`config.mk`:
```
export PLATFORM = sky130hd
export DESIGN_NAME = rx_abort_watchdog
export DESIGN_NICKNAME = d
export VERILOG_FILES = /design/src/rtl/rx_abort_watchdog_pkg.sv /design/src/rtl/rx_wd_dc_monitor.sv /design/src/rtl/rx_abort_watchdog.sv
export SDC_FILE = /design/constraint.sdc
export NUM_CORES = 1
export LEC_CHECK = 0
export CELL_PAD_IN_SITES_DETAIL_PLACEMENT = 1
export CELL_PAD_IN_SITES_GLOBAL_PLACEMENT = 2
export CORE_MARGIN = 2
export CORE_UTILIZATION = 26
export DETAILED_ROUTE_END_ITERATION = 7
export PLACE_DENSITY = 0.89
export SYNTH_ARGS = -nofsm -noshare
export SYNTH_HDL_FRONTEND = slang
export SYNTH_HIERARCHICAL = 1
export SYNTH_SLANG_ARGS = --single-unit
```
`constraint.sdc`:
```
create_clock -name s00_axi_aclk -period 10.65 [get_ports s00_axi_aclk]
set_input_delay 1.065 -clock s00_axi_aclk [delete_from_list [all_inputs] [get_ports s00_axi_aclk]]
set_output_delay 1.065 -clock s00_axi_aclk [all_outputs]
set_load 0.005 [all_outputs]
```
`src/rtl/rx_abort_watchdog_pkg.sv`:
```
// Shared definitions for the receiver abort watchdog.
// Covers cause bit positions, the episode FSM encoding and the equalizer small-magnitude limit.
package rx_abort_watchdog_pkg;

  localparam int NUM_CAUSES    = 4;
  localparam int CAUSE_LEN     = 0;
  localparam int CAUSE_DC      = 1;
  localparam int CAUSE_EQ      = 2;
  localparam int CAUSE_TIMEOUT = 3;

  // An equalizer tap counts as "small" when both |I| and |Q| are below this value.
  localparam int EQ_SMALL_MAG  = 16;

  typedef enum logic [1:0] {
    ST_IDLE  = 2'd0,
    ST_HOLD  = 2'd1,
    ST_BLANK = 2'd2
  } wd_state_e;

endpackage

```
`src/rtl/rx_wd_dc_monitor.sv`:
```
// DC-bias detector: accumulates the sign of I samples over a window of 2^WIN_LOG2 samples.
// It raises dc_raise on the closing sample when the magnitude of the sign sum exceeds dc_th.
module rx_wd_dc_monitor #(
  parameter int WIN_LOG2 = 6
) (
  input  logic       clk,
  input  logic       rst_n,
  input  logic       clear,
  input  logic       sample_valid,
  input  logic       sample_neg,
  input  logic [7:0] dc_th,
  output logic       dc_raise
);

  localparam int SW = WIN_LOG2 + 1;
  localparam int CW = (SW + 1 > 8) ? SW + 1 : 8;

  logic signed [SW-1:0]   sum_q;
  logic [WIN_LOG2-1:0]    idx_q;
  logic signed [SW:0]     step_v;
  logic signed [SW:0]     sum_final;
  logic [SW:0]            sum_abs;
  logic                   window_end;

  // The registered sum never holds more than 2^WIN_LOG2-1 samples; the closing
  // sample is folded in one bit wider so a full +/-2^WIN_LOG2 window is exact.
  assign step_v     = sample_neg ? {(SW+1){1'b1}} : (SW+1)'(1);
  assign sum_final  = $signed({sum_q[SW-1], sum_q}) + step_v;
  assign sum_abs    = sum_final[SW] ? (SW+1)'(-sum_final) : (SW+1)'(sum_final);
  assign window_end = sample_valid && (idx_q == '1);
  assign dc_raise   = window_end && (CW'(sum_abs) > CW'(dc_th));

  // NOTE: state is updated with non-blocking assignments so every flop samples pre-edge values.
  always_ff @(posedge clk) begin
    if (!rst_n || clear) begin
      sum_q <= '0;
      idx_q <= '0;
    end else if (sample_valid) begin
      idx_q <= idx_q + 1'b1;
      sum_q <= window_end ? '0 : sum_final[SW-1:0];
    end
  end

endmodule

```
`src/rtl/rx_abort_watchdog.sv`:
```
// Receiver abort watchdog: watches DC bias, SIGNAL length, equalizer collapse and state stalls,
// pulses receiver_rst and counts aborts per cause. Define RX_ABORT_WATCHDOG_TIMEOUT_EN for the stall detector.
module rx_abort_watchdog
  import rx_abort_watchdog_pkg::*;
#(
  parameter int IQ_DATA_WIDTH = 16,
  parameter int DC_WIN_LOG2   = 6,
  parameter int CNT_WIDTH     = 16,
  parameter int RST_HOLD      = 2,
  parameter int BLANK_CYCLES  = 16
) (
  input  logic                            s00_axi_aclk,
  input  logic                            s00_axi_aresetn,
  input  logic                            enable,
  input  logic                            power_trigger,
  input  logic signed [IQ_DATA_WIDTH-1:0] i_data,
  input  logic signed [IQ_DATA_WIDTH-1:0] q_data,
  input  logic                            iq_valid,
  input  logic [4:0]                      state,
  input  logic                            sig_valid,
  input  logic [15:0]                     signal_len,
  input  logic [31:0]                     equalizer,
  input  logic                            equalizer_valid,
  input  logic [3:0]                      min_len_th,
  input  logic [15:0]                     max_len_th,
  input  logic [7:0]                      dc_th,
  input  logic [5:0]                      small_eq_th,
  input  logic [15:0]                     timeout_th,
  input  logic                            cnt_clear,
  output logic                            receiver_rst,
  output logic [NUM_CAUSES-1:0]           cause_vec,
  output logic [NUM_CAUSES*CNT_WIDTH-1:0] abort_cnt,
  output logic                            busy
);

  localparam int TMR_MAX = (RST_HOLD > BLANK_CYCLES) ? RST_HOLD : BLANK_CYCLES;
  localparam int TMR_W   = $clog2(TMR_MAX + 1);
  localparam logic signed [15:0] EQ_POS = 16'(EQ_SMALL_MAG);
  localparam logic signed [15:0] EQ_NEG = -EQ_POS;

  wd_state_e                             fsm_q;
  logic [TMR_W-1:0]                      tmr_q;
  logic [NUM_CAUSES-1:0][CNT_WIDTH-1:0]  cnt_q;
  logic [5:0]                            eq_cnt_q;
  logic signed [15:0]                    eq_i, eq_q;
  logic                                  eq_small;
  logic                                  len_raise, dc_raise, eq_raise, to_raise;
  logic [NUM_CAUSES-1:0]                 raw, raised;
  logic                                  go_hold, det_clear;
  logic                                  unused_inputs;

  assign len_raise = sig_valid &&
                     ((signal_len < {12'd0, min_len_th}) || (signal_len > max_len_th));

  assign eq_i     = equalizer[31:16];
  assign eq_q     = equalizer[15:0];
  assign eq_small = (eq_i > EQ_NEG) && (eq_i < EQ_POS) && (eq_q > EQ_NEG) && (eq_q < EQ_POS);
  assign eq_raise = (small_eq_th != '0) && (eq_cnt_q >= small_eq_th);

  // NOTE: always_comb assigns a default first so no path leaves raw undriven (no latch).
  always_comb begin
    raw                = '0;
    raw[CAUSE_LEN]     = len_raise;
    raw[CAUSE_DC]      = dc_raise;
    raw[CAUSE_EQ]      = eq_raise;
    raw[CAUSE_TIMEOUT] = to_raise;
  end

  assign raised    = enable ? raw : '0;
  assign go_hold   = (fsm_q == ST_IDLE) && power_trigger && (|raised);
  assign det_clear = !enable || go_hold;
  assign abort_cnt = cnt_q;

  rx_wd_dc_monitor #(
    .WIN_LOG2(DC_WIN_LOG2)
  ) u_dc_monitor (
    .clk          (s00_axi_aclk),
    .rst_n        (s00_axi_aresetn),
    .clear        (det_clear),
    .sample_valid (iq_valid),
    .sample_neg   (i_data[IQ_DATA_WIDTH-1]),
    .dc_th        (dc_th),
    .dc_raise     (dc_raise)
  );

`ifdef RX_ABORT_WATCHDOG_TIMEOUT_EN
  logic [4:0]  prev_state_q;
  logic [15:0] to_cnt_q, to_run;

  // to_run is the number of cycles the current nonzero state has already been held.
  always_comb begin
    to_run = '0;
    if (state != '0 && state == prev_state_q)
      to_run = (to_cnt_q == '1) ? to_cnt_q : to_cnt_q + 16'd1;
  end

  assign to_raise = (timeout_th != '0) && (to_run == timeout_th);

  always_ff @(posedge s00_axi_aclk) begin
    if (!s00_axi_aresetn) begin
      prev_state_q <= '0;
      to_cnt_q     <= '0;
    end else begin
      prev_state_q <= state;
      to_cnt_q     <= det_clear ? '0 : to_run;
    end
  end

  assign unused_inputs = ^{q_data, i_data[IQ_DATA_WIDTH-2:0]};
`else
  assign to_raise      = 1'b0;
  assign unused_inputs = ^{q_data, i_data[IQ_DATA_WIDTH-2:0], state, timeout_th};
`endif

  always_ff @(posedge s00_axi_aclk) begin
    if (!s00_axi_aresetn || det_clear) begin
      eq_cnt_q <= '0;
    end else if (equalizer_valid && eq_small && eq_cnt_q != '1) begin
      eq_cnt_q <= eq_cnt_q + 6'd1;
    end
  end

  // A clear in the same cycle as an abort wins over the increment.
  always_ff @(posedge s00_axi_aclk) begin
    if (!s00_axi_aresetn || cnt_clear) begin
      cnt_q <= '0;
    end else if (go_hold) begin
      for (int c = 0; c < NUM_CAUSES; c++)
        if (raised[c] && cnt_q[c] != '1) cnt_q[c] <= cnt_q[c] + 1'b1;
    end
  end

  always_ff @(posedge s00_axi_aclk) begin
    if (!s00_axi_aresetn) begin
      fsm_q        <= ST_IDLE;
      tmr_q        <= '0;
      receiver_rst <= 1'b0;
      busy         <= 1'b0;
      cause_vec    <= '0;
    end else begin
      case (fsm_q)
        ST_IDLE: begin
          if (go_hold) begin
            fsm_q        <= ST_HOLD;
            tmr_q        <= '0;
            receiver_rst <= 1'b1;
            busy         <= 1'b1;
            cause_vec    <= raised;
          end
        end
        ST_HOLD: begin
          if (tmr_q == TMR_W'(RST_HOLD - 1)) begin
            fsm_q        <= ST_BLANK;
            tmr_q        <= '0;
            receiver_rst <= 1'b0;
          end else begin
            tmr_q <= tmr_q + 1'b1;
          end
        end
        ST_BLANK: begin
          if (tmr_q == TMR_W'(BLANK_CYCLES - 1)) begin
            fsm_q <= ST_IDLE;
            busy  <= 1'b0;
          end else begin
            tmr_q <= tmr_q + 1'b1;
          end
        end
        default: begin
          fsm_q        <= ST_IDLE;
          receiver_rst <= 1'b0;
          busy         <= 1'b0;
        end
      endcase
    end
  end

endmodule

```
Word level (Yosys, flattened, before mapping)
Index checks and enable logic that the tools add are counted.
Widths: inputs -> output; s select.
{ "word_totals": {"reg_bits": 96, "latchBits": 0, "ram_bits": 0, "mem_bits_ro": 0, "output_inout_bits": 70, "wordCells": 96, "mem_count": 0} }
{ "classes": {"addsub": 9, "mul": 0, "n_div": 0, "n_lt_le_gt_ge": 8, "n_eq_ne": 14, "n_shift": 0, "n_mux": 17, "bitwise": 2, "reduce_logical": 34} }
{ "op_table": {"columns": ["op", "count"], "rows": [
  ["$add 16x1->16 const B", 4],
  ["$ne 16x16->1 const B", 4],
  ["$gt 16x5->1 const B", 2],
  ["$lt 16x6->1 const B", 2],
  ["$gt 16x16->1", 1],
  ["$lt 16x4->1", 1],
  ["$mux 8", 2],
  ["$mux 5", 3],
  ["$pmux 5 s3", 1],
  ["$logic_and 1x1->1", 14],
  ["$add 6x1->6 const B", 2],
  ["$reduce_and 3->1", 4],
  ["$reduce_and 2->1", 5],
  ["$add 7x8->8", 1],
  ["$gt 8x8->1", 1],
  ["$ne 2x2->1 const B", 4],
  ["$neg 8->8", 1],
  ["$mux 7", 1],
  ["$eq 6x6->1 const B", 1],
  ["$ge 6x6->1", 1],
  ["$mux 2", 3],
  ["$ne 6x6->1 const B", 1],
  ["$pmux 1 s3", 2],
  ["$pmux 2 s3", 1],
  ["15 further kinds", 22]
]} }

Longest topological paths before layout
Gate-level depths: netlist of run 1.
{ "depth": {"depth_word": 11, "mapped_depth": 23} }

By module
Netlist of run 1, hierarchy kept.
{ "modules_own_cells": {"columns": ["module", "n_inst", "cells_each", "area_per_inst_um2", "seq_area_each_um2"], "rows": [
  ["rx_abort_watchdog", 1, 502, 4058.9, 1321.3],
  ["rx_wd_dc_monitor", 1, 143, 1212.4, 260.2]
]} }

Worst setup path before layout of run 1
OpenSTA, ideal clock, no wires.
{ "synth_path": {"path_type": "in2reg", "from": "input port i_data[15]", "to": "register u_dc_monitor.sum_q[3]", "setup_time_ns": 0.071, "t_arrival_ns": 4.676, "required_ns": 10.579, "setup_slack_ns": 5.904, "stages": 21, "path_cell_list": "ha_1 > buf_2 > a21o_1 > a21oi_2 > a21oi_2 > o41ai_4 > o31ai_1 > xnor2_1 > ha_1 > a21o_1 > a21o_1 > a21oi_1 > o21ai_1 > o211a_1 > nand4_1 > clkinv_1 > nor4_2 > nand2_1 > nand2b_1 > clkbuf_1 > a21oi_1"} }
{ "synth_between": {"elab_chain_cells": 11, "elab_cells_between_ends": 12, "classes_between": "2 x add/sub; 1 x order compare; 4 x mux; 5 x reduce/logical"} }
{ "synth_lines": {"columns": ["element", "line", "text"], "rows": [
  ["start, declared", "rx_abort_watchdog.sv:16", "input logic signed [IQ_DATA_WIDTH-1:0] i_data,"],
  ["$mux 8 (*)", "rx_wd_dc_monitor.sv:27", "assign step_v = sample_neg ? {(SW+1){1'b1}} : (SW+1)'(1);"],
  ["$add 7x8->8 (*)", "rx_wd_dc_monitor.sv:28", "assign sum_final = $signed({sum_q[SW-1], sum_q}) + step_v;"],
  ["$neg 8->8", "rx_wd_dc_monitor.sv:29", "assign sum_abs = sum_final[SW] ? (SW+1)'(-sum_final) : (SW+1)'(sum_final);"],
  ["$mux 8 (*)", "rx_wd_dc_monitor.sv:29", null],
  ["$gt 8x8->1 (*)", "rx_wd_dc_monitor.sv:31", "assign dc_raise = window_end && (CW'(sum_abs) > CW'(dc_th));"],
  ["$logic_and 1x1->1 (*)", "rx_wd_dc_monitor.sv:31", null],
  ["net dc_raise", "rx_abort_watchdog.sv:47", "logic len_raise, dc_raise, eq_raise, to_raise;"],
  ["$mux 3 (*)", "rx_abort_watchdog.sv:69", "assign raised = enable ? raw : '0;"],
  ["$reduce_or 4->1 (*)", "rx_abort_watchdog.sv:70", "assign go_hold = (fsm_q == ST_IDLE) && power_trigger && (|raised);"],
  ["$logic_and 1x1->1 (*)", "rx_abort_watchdog.sv:70", null],
  ["$logic_or 1x1->1 (*)", "rx_abort_watchdog.sv:71", "assign det_clear = !enable || go_hold;"],
  ["net det_clear", "rx_abort_watchdog.sv:49", "logic go_hold, det_clear;"],
  ["$logic_or 1x1->1 (*)", "rx_wd_dc_monitor.sv:35", "if (!rst_n || clear) begin"],
  ["end signal, assigned", "rx_wd_dc_monitor.sv:40", "sum_q <= window_end ? '0 : sum_final[SW-1:0];"],
  ["end, declared", "rx_wd_dc_monitor.sv:18", "logic signed [SW-1:0] sum_q;"]
]} }
Mark *: on every way through the listed nets, which the timed path passes. The rest lies on a longest branch.
A chain may end at the register's enable or synchronous reset.

Final worst setup path of run 1
{ "layout_path": {"from": "input port i_data[15]", "to": "register u_dc_monitor.sum_q[4]"} }
Same word-level chain as after synthesis.

==> impl_results.md, run 1 <==
* Largest net degree at the start of global routing at 48
* Fraction of layout cells with a size suffix above 1 at 4.19%
* Switching Share at 26.3%
* NetSw at 0.211 mW
* Synthesized area at 5270 um^2
* Synth cell types at 66
* Syn-to-layout area delta at 37.2%
* Comb pwr share at 20.3%
* Filler cells at 2428
* Max VDD drop at 100 uV
* Initial DRC count at 127
* Final HPWL DP at 11900 um
* Drt via density at 4.74
* # H-tree levels at 3
* Final Power at 0.804 mW
* CTS buffer count at 9
* Grt met2 use at 24.6%
* GR Util met1 at 17.5%
* WP data required at 10.91 ns
* Post-synth EDFFs at 0
* FP Rows at 52
* Placeable Area at 20000 um^2
* Post-CTS sizing at 0
* Global route total overflow at 0
* Worst slew pin tran at 0.962 ns
* Vias in the first global route at 5100
* Sum Neg Setup Slack at 0 ns
* GRT Total Usage at 14.1%
* Worst-path clk slew at 0.06 ns
* Status: complete, no violations
* Post-Route WL at 15200 um
* Synth Register Bits at 79
* Gate Count Post-Synth at 645
* Clock Sinks at 79
* Commonest cells in the netlist: dfxtp_1 (79), nor2_1 (63), inv_1 (52)
* Initial DRT Pass Iterations at 4
* Int Pwr at 0.593 mW
* Postcts setup bufs at 0
* YS warnings at 6
* Reg area at 1580 um^2
* Detail Route Antenna Nets at 0
* Asr flop ratio synth at 0%
* Area leader, netlist: dfxtp_1
* Critical Path End Type: register
* Die Y-Extent at 146 um
* GR Util met3 at 3.59%
* Max_cap viols at 0
* Worst skew pair latency at 0.34 ns
* Area of the multi-input gates at 3360 um^2
* Top Ports at 213
* Worst Path Max Fanout at 13
* Final nets at 978
* Worst slew margin at 35.8%
* Avg WL per Cell at 14.3 um
* Max-slew violations at 0
* Synth area leaders: dfxtp_1 (30%), ha_1 (12%), nor2_1 (4.5%)
* Remaining DRCs at 0
* Final Non-Filler Cells at 1058
* Initial antenna violation count at 0
* TritonCTS clock tree: done
* Port Buffers at 143
* Seq pwr share at 37.6%
* Starting density of the core at 26.3%
* Clock root buffer: clkbuf_16
* Mapped Avg Cell Area at 8.17 um^2
* Fin crit share at 54.9%
* Type of the most critical hold path: reg2reg
* Top-count cell post-synth: dfxtp_1
* GPL Wtd Cong at 0.772
* Final hold violations at 0
* Die Area at 21400 um^2
* Layer with the highest usage: met2
* Setup violations, final at 0
* Antenna cells at 0
* Clk_skew at 0.0107 ns
* Fmax at 171 MHz
* Crit path launch type: primary input
* CTS Buffer Depth at 2
* Sequential element share of the synthesized area at 30.0%
* Final WS setup at 4.80 ns
* Critical setup path kind: in2reg
* Critical path arrival at 6.11 ns
* Cells after DPL at 1042
* Final min period at 5.85 ns
* Clock share of power at 42.1%
* Die width at 146 um
* Vias at 5012
* PD cells at 111 nW/um^2
* Synth top area share at 30.0%
* First-pass GRT wire length at 25000 um
* Leakage at 2.67 nW
* RSZ-0062 raised after global routing: false
* Hold_buf cts at 0
* Pre-CTS setup slack at 4.39 ns
* Post-synth top flop: dfxtp_1
==> flip-flops by register name, summed over array words and instances (netlist names) <==
| signal | cells |
|---|---|
| u_dc_monitor/sum_q | 7 |
| u_dc_monitor/idx_q | 6 |
| fsm_q | 2 |
| tmr_q | 5 |
| busy | 1 |
| abort_cnt | 48 |
| eq_cnt_q | 6 |
| receiver_rst | 1 |
| cause_vec | 3 |
==> critical path: stages <==
cell and delay [ns]:
clkdlybuf4s50_1 0.67, inv_1 0.11, fa_1 0.54, xor2_1 0.34, nand3_1 0.18, o31ai_1 0.32
xnor2_1 0.17, ha_1 0.27, a21o_1 0.16, a21o_1 0.17, a21oi_1 0.13, o21ai_1 0.08
o211a_1 0.18, nand4_1 0.22, clkinv_1 0.15, nor4_2 0.65, nand2_1 0.10, nand2b_1 0.38
a21oi_1 0.22
==> path summary, 6_finish.rpt <==
check / from / to / slack [ns] / cells after the start
worst max register to register: u_dc_monitor/sum_q[0] / u_dc_monitor/sum_q[4] / 5.78 / 18
worst max-delay path: i_data[15] / u_dc_monitor/sum_q[4] / 4.80 / 19
worst min register to register: cause_vec[1] / cause_vec[1] / 0.46 / 2
worst min-delay path: cause_vec[1] / cause_vec[1] / 0.46 / 2
==> logic make-up (layout without fill, tap and decap cells) <==
group	Yosys count	after routing	share of synthesized area [%]
and+or+nand+nor	260	260	26.3
AOI/OAI and AO/OA	118	118	15.1
buffers and inverters	85	212	7.48
DFF	79	79	30.0
adders and majority gates	52	52	12.5
xor gates and xnor gates	42	42	7.12
muxes	8	8	1.52
other	1	17	0.0711
==> through the flow <==
| step | instance area [um^2] | util [%] | hold slack, ns |
|---|---|---|---|
| floorplan | 5330 | - | 0.449 |
| global route | 7230 | 36.1 | 0.487 |
| global placement | 6910 | 34.5 | 0.445 |
| CTS | 7230 | 36.1 | 0.461 |
| detailed placement | 6910 | 34.5 | 0.452 |
| finish | 7230 | 36.1 | 0.459 |
==> layout by cell type, fill, tap and decap left out, types with 13 or more instances in the layout <==
master	Yosys	final
ha_1	51	51
nand2_1	42	42
dfxtp_1	79	79
nand4_1	23	23
a21oi_1	38	38
xnor2_1	26	26
inv_1	52	52
conb_1	1	17
clkdlybuf4s50_1	0	143
o21ai_1	13	13
o21ai_0	18	18
nor4_1	13	13
xor2_1	15	15
nand3_1	31	31
or3_1	18	18
nor2_1	63	63
==> per-layer routing <==
| layer | wire (um) | up-vias |
|---|---|---|
| met3 | 637 | 17 |
| met2 | 7480 | 75 |
| met4 | 182 | 0 |
| met1 | 6890 | 2386 |
| li1 | - | 2534 |
| met5 | 0 | - |
==> power groups by stage <==
stage / logic, mW / clock network (mW) / registers, mW
after floorplan: 0.106 / 0 / 0.309
after global placement: 0.161 / 0 / 0.309
after detailed placement: 0.164 / 0 / 0.309
after CTS: 0.165 / 0.346 / 0.303
after global routing: 0.183 / 0.358 / 0.303
final: 0.163 / 0.338 / 0.303
==> final cells by class <==
type	instances	share of cell area, %
Multi-Input combinational cell	497	46.4
Tap cell	270	4.67
Timing Repair Buffer	143	19.8
Sequential cell	79	21.9
Inverter	53	2.75
Clock inverter	5	1.12
Clock buffer	11	3.36
Note: power is estimated with default switching activity, not from simulation.
==> inputs of run 2 (changes only) <==
--- a/config.mk
+++ b/config.mk
@@ -8,9 +8,9 @@
 export CELL_PAD_IN_SITES_DETAIL_PLACEMENT = 1
 export CELL_PAD_IN_SITES_GLOBAL_PLACEMENT = 2
 export CORE_MARGIN = 2
-export CORE_UTILIZATION = 26
+export CORE_UTILIZATION = 24
 export DETAILED_ROUTE_END_ITERATION = 7
-export PLACE_DENSITY = 0.89
+export PLACE_DENSITY = 0.84
 export SYNTH_ARGS = -nofsm -noshare
 export SYNTH_HDL_FRONTEND = slang
 export SYNTH_HIERARCHICAL = 1
==> constraint.sdc (replaced) <==
create_clock -name s00_axi_aclk -period 5.9 [get_ports s00_axi_aclk]
set_input_delay 0.59 -clock s00_axi_aclk [delete_from_list [all_inputs] [get_ports s00_axi_aclk]]
set_output_delay 0.59 -clock s00_axi_aclk [all_outputs]
set_load 0.005 [all_outputs]
==> run 2 against run 1 <==
  * Non-clock buffer count increased by 1
  * Combinational power rose by 81%
  * Register-to-register slack worse by 4.5 ns
  * Worst setup slack worse by 4.1 ns
  * Worst hold slack better by 0.0022 ns
  * Die area grew 8.1%
  * Global-route usage down 1.0 points
  * Sequential power increased by 81%
  * Critical path type unchanged
==> impl_results.md, run 2 (synthesis results as in run 1) <==
* Crit path top cell by count: nand4_1
* Most frequent cells in the layout: clkdlybuf4s50_1 (143), dfxtp_1 (79), nor2_1 (63)
* Worst slew margin at 35.8% (about the same)
* Initial DRC count at 161 (+27%)
* Critical path arrival at 5.45 ns (-0.66 ns)
* Starting density of the core at 24.3% (-2.0 points)
* Int Pwr at 0.987 mW (+67%)
* Seq pwr share at 39.1% (+1.5 points)
* Clock Sinks at 79 (unchanged)
* Max-slew violations at 0 (unchanged)
* TritonCTS clock tree: done
* CTS Buffer Depth at 2 (unchanged)
* Status: complete, no violations
* Fin crit share at 87.9%
* GR Util met1 at 15.8% (-1.6 points)
* Clock root buffer: clkbuf_16
* Post-Route WL at 15300 um (+0.97%)
* Post-CTS sizing at 0 (unchanged)
* Leakage at 2.66 nW (-0.16%)
* GRT Total Usage at 13.1% (-1.0 points)
* Worst slew pin tran at 0.962 ns (-0.0000101 ns)
* Port Buffers at 143 (unchanged)
* Hold_buf cts at 0 (unchanged)
* Type of the most critical hold path: reg2reg
* Switching Share at 29.4% (+3.2 points)
* Remaining DRCs at 0 (unchanged)
* Die Y-Extent at 152 um (+4.0%)
* RSZ-0062 raised after global routing: false
* Setup violations, final at 0 (unchanged)
* Hold path depth at 2 (unchanged)
* Critical setup path kind: in2reg
* Fmax at 193 MHz
* Comb pwr share at 21.1% (+0.8 points)
* Top Ports at 213 (unchanged)
* Largest net degree at the start of global routing at 48 (unchanged)
* Clk_skew at 0.0115 ns (+0.000774 ns)
* Die width at 152 um (+4.0%)
* Placeable Area at 21700 um^2 (+8.2%)
* Crit path launch type: primary input
* Clock share of power at 39.8% (-2.3 points)
* Postcts setup bufs at 0 (unchanged)
* CTS buffer count at 9 (unchanged)
* Pre-CTS setup slack at 0.312 ns (-4.08 ns)
* PD cells at 194 nW/um^2 (+74%)
* Filler cells at 2570 (+5.8%)
* Vias in the first global route at 5082 (-0.35%)
* Cells along the critical path: clkdlybuf4s50_1, inv_1, fa_1, xor2_1, nand3_1, or4_4, nor3b_2, ha_1, nand4_1, o21ai_1, o211a_1, nand4_1, clkinv_1, o31a_1, and3_1, nand2_1, or3_1, a21oi_1
* Area of the multi-input gates at 3360 um^2 (unchanged)
* WP buf/inv at 3 (unchanged)
* Final nets at 979 (+0.10%)
* Syn-to-layout area delta at 37.1% (about the same)
* Hold Path Origin: cause_vec[1]
* Critical Path End Type: register
* Reg2reg start: u_dc_monitor/sum_q[0]
* First-pass GRT wire length at 25100 um (+0.16%)
* Fraction of layout cells with a size suffix above 1 at 4.44% (+0.25 points)
* Final min period at 5.18 ns
* Antenna cells at 0 (unchanged)
* Initial DRT Pass Iterations at 6 (+2)
* Initial antenna violation count at 0 (unchanged)
* Final HPWL DP at 12200 um (+2.5%)
* Reg area at 1580 um^2 (unchanged)
* FP Rows at 54 (+3.8%)
* Grt met2 use at 22.7% (-2.0 points)
* Worst Path Max Fanout at 8 (-5)
* Avg WL per Cell at 14.3 um (about the same)
* Max reg flops at 48 (unchanged)
* Max_cap viols at 0 (unchanged)
* GPL Wtd Cong at 0.784 (+1.6%)
* Delay-heaviest family, CP: simple AND/OR/NAND/NOR gates
* Die Area at 23200 um^2 (+8.1%)
* Drt via density at 4.70 (-0.77%)
* Most common cell after layout, fill and taps aside: clkdlybuf4s50_1
* GR Util met3 at 3.92% (+0.33 points)
* Worst-path clk slew at 0.07 ns (about the same)
* Min-Delay Endpoint: cause_vec[1]
* Final WS setup at 0.715 ns (-4.09 ns)
* NetSw at 0.412 mW (+95%)
* Sum Neg Setup Slack at 0 ns (unchanged)
* Final hold violations at 0 (unchanged)
* Worst path max stage delay at 0.68 ns (about the same)
* Vias at 5025 (+0.26%)
* WP data required at 6.17 ns (-4.74 ns)
* Layer with the highest usage: met2
* Reg2Reg Depth at 17 (-1)
* Detail Route Antenna Nets at 0 (unchanged)
* Global route total overflow at 0 (unchanged)
* Reg2Reg Setup Slack at 1.24 ns (-4.54 ns)
* Worst skew pair latency at 0.35 ns (about the same)
* # H-tree levels at 3 (unchanged)
* Max VDD drop at 156 uV (+55%)
* Reg2reg end: abort_cnt[25]
* Slowest-stage cell, CP: clkdlybuf4s50_1
-- run 2: cell types whose count changed in the layout (fill, tap and decap cells not counted), sizes merged --
cell      delta
clkinvlp     -1
clkinv       +1
clkbuf       -2
inv          +4
buf          +1
bufinv       -2
-- run 2: power by group through the flow --
stage          clock (mW)  sequential (mW)  combinational, mW
6_report            0.557            0.547              0.295
5_1_grt             0.600            0.548              0.336
4_1_cts             0.578            0.547              0.300
3_5_place_dp            0            0.559              0.298
3_3_place_gp            0            0.559              0.292
2_1_floorplan           0            0.557              0.191
-- run 2: per-stage QoR --
step           power (mW)  area, um^2  hold slack [ns]  cells  util, %
3_5_place_dp        0.857        6930            0.449   1053     31.9
6_report             1.40        7230            0.462   1069     33.3
5_1_grt              1.48        7230            0.493   1069     33.3
2_1_floorplan       0.748        5330            0.449    661        -
4_1_cts              1.42        7230            0.459   1069     33.3
3_3_place_gp        0.850        6930            0.447   1053     31.9
-- run 2: how the worst max path moves through the flow --
stage / cells after the start / to / startpoint
2_1_floorplan: 21 / u_dc_monitor/sum_q[3] / i_data[15]
3_3_place_gp: 20 / abort_cnt[31] / i_data[15]
3_5_place_dp: 18 / abort_cnt[29] / i_data[15]
4_1_cts: 18 / abort_cnt[25] / i_data[15]
5_1_grt: 19 / u_dc_monitor/sum_q[3] / i_data[15]
6_report: 18 / abort_cnt[25] / i_data[15]
-- run 2: tightest hold or removal path: stages, from the launching register on --
cell and delay [ns]:
dfxtp_1 0.31, nand2_1 0.05, a21oi_1 0.05
-- run 2: routing by layer --
metal / wire (um) / vias to the layer above
met1: 6890 / 2391
met2: 7470 / 76
met3: 769 / 14
met5: 0 / -
li1: - / 2544
met4: 198 / 0
-- run 2: final cells by class --
type	count	area share [%]
Multi-Input combinational cell	497	46.5
Sequential cell	79	21.9
Timing Repair Buffer	144	19.9
Tap cell	280	4.85
Clock buffer	9	3.12
Inverter	53	2.75
Clock inverter	7	1.02
==> inputs of run 3 (changes only) <==
--- a/config.mk
+++ b/config.mk
@@ -8,9 +8,10 @@
 export CELL_PAD_IN_SITES_DETAIL_PLACEMENT = 1
 export CELL_PAD_IN_SITES_GLOBAL_PLACEMENT = 2
 export CORE_MARGIN = 2
-export CORE_UTILIZATION = 24
+export CORE_UTILIZATION = 22
 export DETAILED_ROUTE_END_ITERATION = 7
-export PLACE_DENSITY = 0.84
+export HOLD_SLACK_MARGIN = 0.1
+export PLACE_DENSITY = 0.81
 export SYNTH_ARGS = -nofsm -noshare
 export SYNTH_HDL_FRONTEND = slang
 export SYNTH_HIERARCHICAL = 1
==> constraint.sdc (replaced) <==
create_clock -name s00_axi_aclk -period 4.2 [get_ports s00_axi_aclk]
set_input_delay 0.42 -clock s00_axi_aclk [delete_from_list [all_inputs] [get_ports s00_axi_aclk]]
set_output_delay 0.42 -clock s00_axi_aclk [all_outputs]
set_load 0.005 [all_outputs]
==> run 3 against run 2 <==
  * Non-clock buffer count grew 44
  * Worst hold slack lost 0.0042 ns
  * Design area grew 7.3%
  * Global-route usage shrank 0.063 points
  * Core utilization shrank 0.27 points
  * Clock-buffer cell count grew 3
  * Clock skew shrank 0.0053 ns
  * Worst setup slack lost 0.47 ns
  * Wire length grew 7.8%
  * Power grew 48%
  * Clock power grew 41%
  * Highest routed layer unchanged
  * Combinational power grew 76%
==> impl_results.md, run 3 (synthesis results as in run 1) <==
* Status: complete, no violations
* CTS buffer count at 9 (unchanged)
* Cells after DPL at 1127 (+7.0%)
* Leakage at 2.92 nW (+9.5%)
* Initial antenna violation count at 0 (unchanged)
* Most frequent cells in the layout: clkdlybuf4s50_1 (142), dfxtp_1 (77), nor2_1 (63)
* Max_cap viols at 0 (unchanged)
* CTS Buffer Depth at 2 (unchanged)
* Crit path launch type: register
* Syn-to-layout area delta at 47.2%
* Critical Path End Type: register
* Setup violations, final at 0 (unchanged)
* Max-slew violations at 0 (unchanged)
* Die width at 159 um (+4.3%)
* Critical path arrival at 4.22 ns (-1.23 ns)
* Pre-CTS setup slack at -0.627 ns (-0.940 ns)
* Worst path max stage delay at 0.50 ns (-0.18 ns)
* Cells along the critical path: inv_1, fa_2, nor2b_4, o21a_2, nor2_4, xnor2_2, or4_4, nor3b_2, ha_1, nand4_1, o21ai_1, o211a_1, nand4_1, clkinv_2, o31a_1, and3_4, nand2_4, or3_4, a21oi_2
* Worst slew pin tran at 0.772 ns (-0.190 ns)
* GRT Total Usage at 13.0% (-0.063 points)
* Initial DRC count at 157 (-2.5%)
* Port Buffers at 143 (unchanged)
* Final Cell Area at 7760 um^2 (+7.3%)
* Max reg flops at 48 (unchanged)
* Final hold slack at 0.457 ns (-0.00420 ns)
* Area of the multi-input gates at 3500 um^2 (+4.1%)
* Fmax at 253 MHz
* Final HPWL DP at 13000 um (+6.6%)
* Max layer used: met4
* Final Power at 2.07 mW (+48%)
* Largest net degree at the start of global routing at 48 (unchanged)
* Fraction of layout cells with a size suffix above 1 at 12.0% (+7.6 points)
* Starting density of the core at 22.5% (-1.8 points)
* Max VDD drop at 198 uV (+27%)
* Vias at 5208 (+3.6%)
* Die Area at 25200 um^2 (+8.8%)
* Clock root buffer: clkbuf_16
* Final min period at 3.95 ns
* Avg WL per Cell at 14.4 um (+0.15%)
* Global route total overflow at 0 (unchanged)
* Drt via density at 4.52 (-3.7%)
* First-pass GRT wire length at 27100 um (+8.2%)
* Placeable Area at 23500 um^2 (+8.2%)
* Vias in the first global route at 5385 (+6.0%)
* Hold_buf cts at 0 (unchanged)
* Antenna cells at 0 (unchanged)
* Reg area at 1590 um^2 (+0.32%)
* WP buf/inv at 2 (-1)
* TritonCTS clock tree: done
* Dpl cell area at 7240 um^2 (+4.5%)
* Final nets at 1023 (+4.5%)
* Detail Route Antenna Nets at 0 (unchanged)
* Fin crit share at 94.1%
* Die Y-Extent at 159 um (+4.3%)
* PD cells at 267 nW/um^2 (+38%)
* FP Rows at 56 (+3.7%)
* GPL Wtd Cong at 0.798 (+1.9%)
* Slowest-stage cell, CP: or4_4
* Clk_skew at 0.00619 ns (-0.00532 ns)
* Delay-heaviest family, CP: simple AND/OR/NAND/NOR gates
* Worst skew pair latency at 0.34 ns (about the same)
* Clock Sinks at 79 (unchanged)
* Crit path top cell by count: nand4_1
* Metal3 WL at 623 um (-19%)
* # H-tree levels at 3 (unchanged)
* Type of the most critical hold path: reg2reg
* Met2 routed wirelength at 7950 um (+6.4%)
* Worst slew margin at 48.5% (+13 points)
* Final hold violations at 0 (unchanged)
* Worst Path Max Fanout at 8 (unchanged)
* Initial DRT Pass Iterations at 4 (-2)
* Critical setup path kind: reg2reg
* Met1 Wirelength at 7720 um (+12%)
* Filler cells at 2783 (+8.3%)
* Final Non-Filler Cells at 1151 (+7.7%)
* Top Ports at 213 (unchanged)
* Worst-path clk slew at 0.06 ns (about the same)
* WP data required at 4.47 ns (-1.70 ns)
* Most common cell after layout, fill and taps aside: clkdlybuf4s50_1
* Remaining DRCs at 0 (unchanged)
* Post-Route WL at 16500 um (+7.8%)
* Final WS setup at 0.249 ns (-0.466 ns)
==> run 3: cell count changes in the layout (fill, tap and decap cells not counted), moves of 3 or more <==
cell and delta:
a21oi_1 -3, a21oi_2 +3, buf_4 +41, ha_1 -4, ha_4 +4
==> run 3: layout make-up <==
cell class	instances	area share, %
repair buffers	188	23.0
well taps	319	5.15
clock buffers	12	3.18
clock inverters	3	0.565
multi-input cells	497	45.1
flip-flops and latches	79	20.5
inverters	53	2.58
==> run 3: layer usage <==
| metal | vias to the layer above | GRT usage, % |
|---|---|---|
| met5 | - | 0 |
| met1 | 2486 | 16.5 |
| met2 | 70 | 22.0 |
| li1 | 2639 | - |
| met3 | 13 | 2.74 |
| met4 | 0 | 4.17 |
==> run 3: worst paths after layout <==
path / from / end / slack, ns / cells past startpoint
worst max-delay path: u_dc_monitor/sum_q[1] / abort_cnt[31] / 0.25 / 19
worst min-delay path: cause_vec[1] / cause_vec[1] / 0.46 / 2
worst max register to register: u_dc_monitor/sum_q[1] / abort_cnt[31] / 0.25 / 19
worst min register to register: cause_vec[1] / cause_vec[1] / 0.46 / 2
==> run 3: power breakdown <==
| group | internal, mW | switching (mW) | total [mW] | leakage, nW |
|---|---|---|---|---|
| Clock | 0.474 | 0.311 | 0.785 | 0.143 |
| Combinational | 0.278 | 0.242 | 0.520 | 2.14 |
| Sequential | 0.760 | 0.00921 | 0.770 | 0.638 |
| Total | 1.51 | 0.562 | 2.07 | 2.92 |
==> run 3: tightest hold or removal path, stage by stage (launching register included) <==
cell and delay [ns]:
dfxtp_1 0.31, nand2_1 0.05, a21oi_1 0.05
==> run 3: metrics by stage <==
stage	setup TNS [ns]	util [%]
floorplan	0	-
global placement	-17.18	30.8
detailed placement	-23.54	30.8
CTS	0	32.4
global route	-0.0511	33.0
finish	0	33.0
==> run 3: what timing repair did <==
action,4_1_cts,5_1_grt
gates resized for setup,12,22
setup endpoints to repair,43,42
setup buffers,3,6
pin swaps,3,10
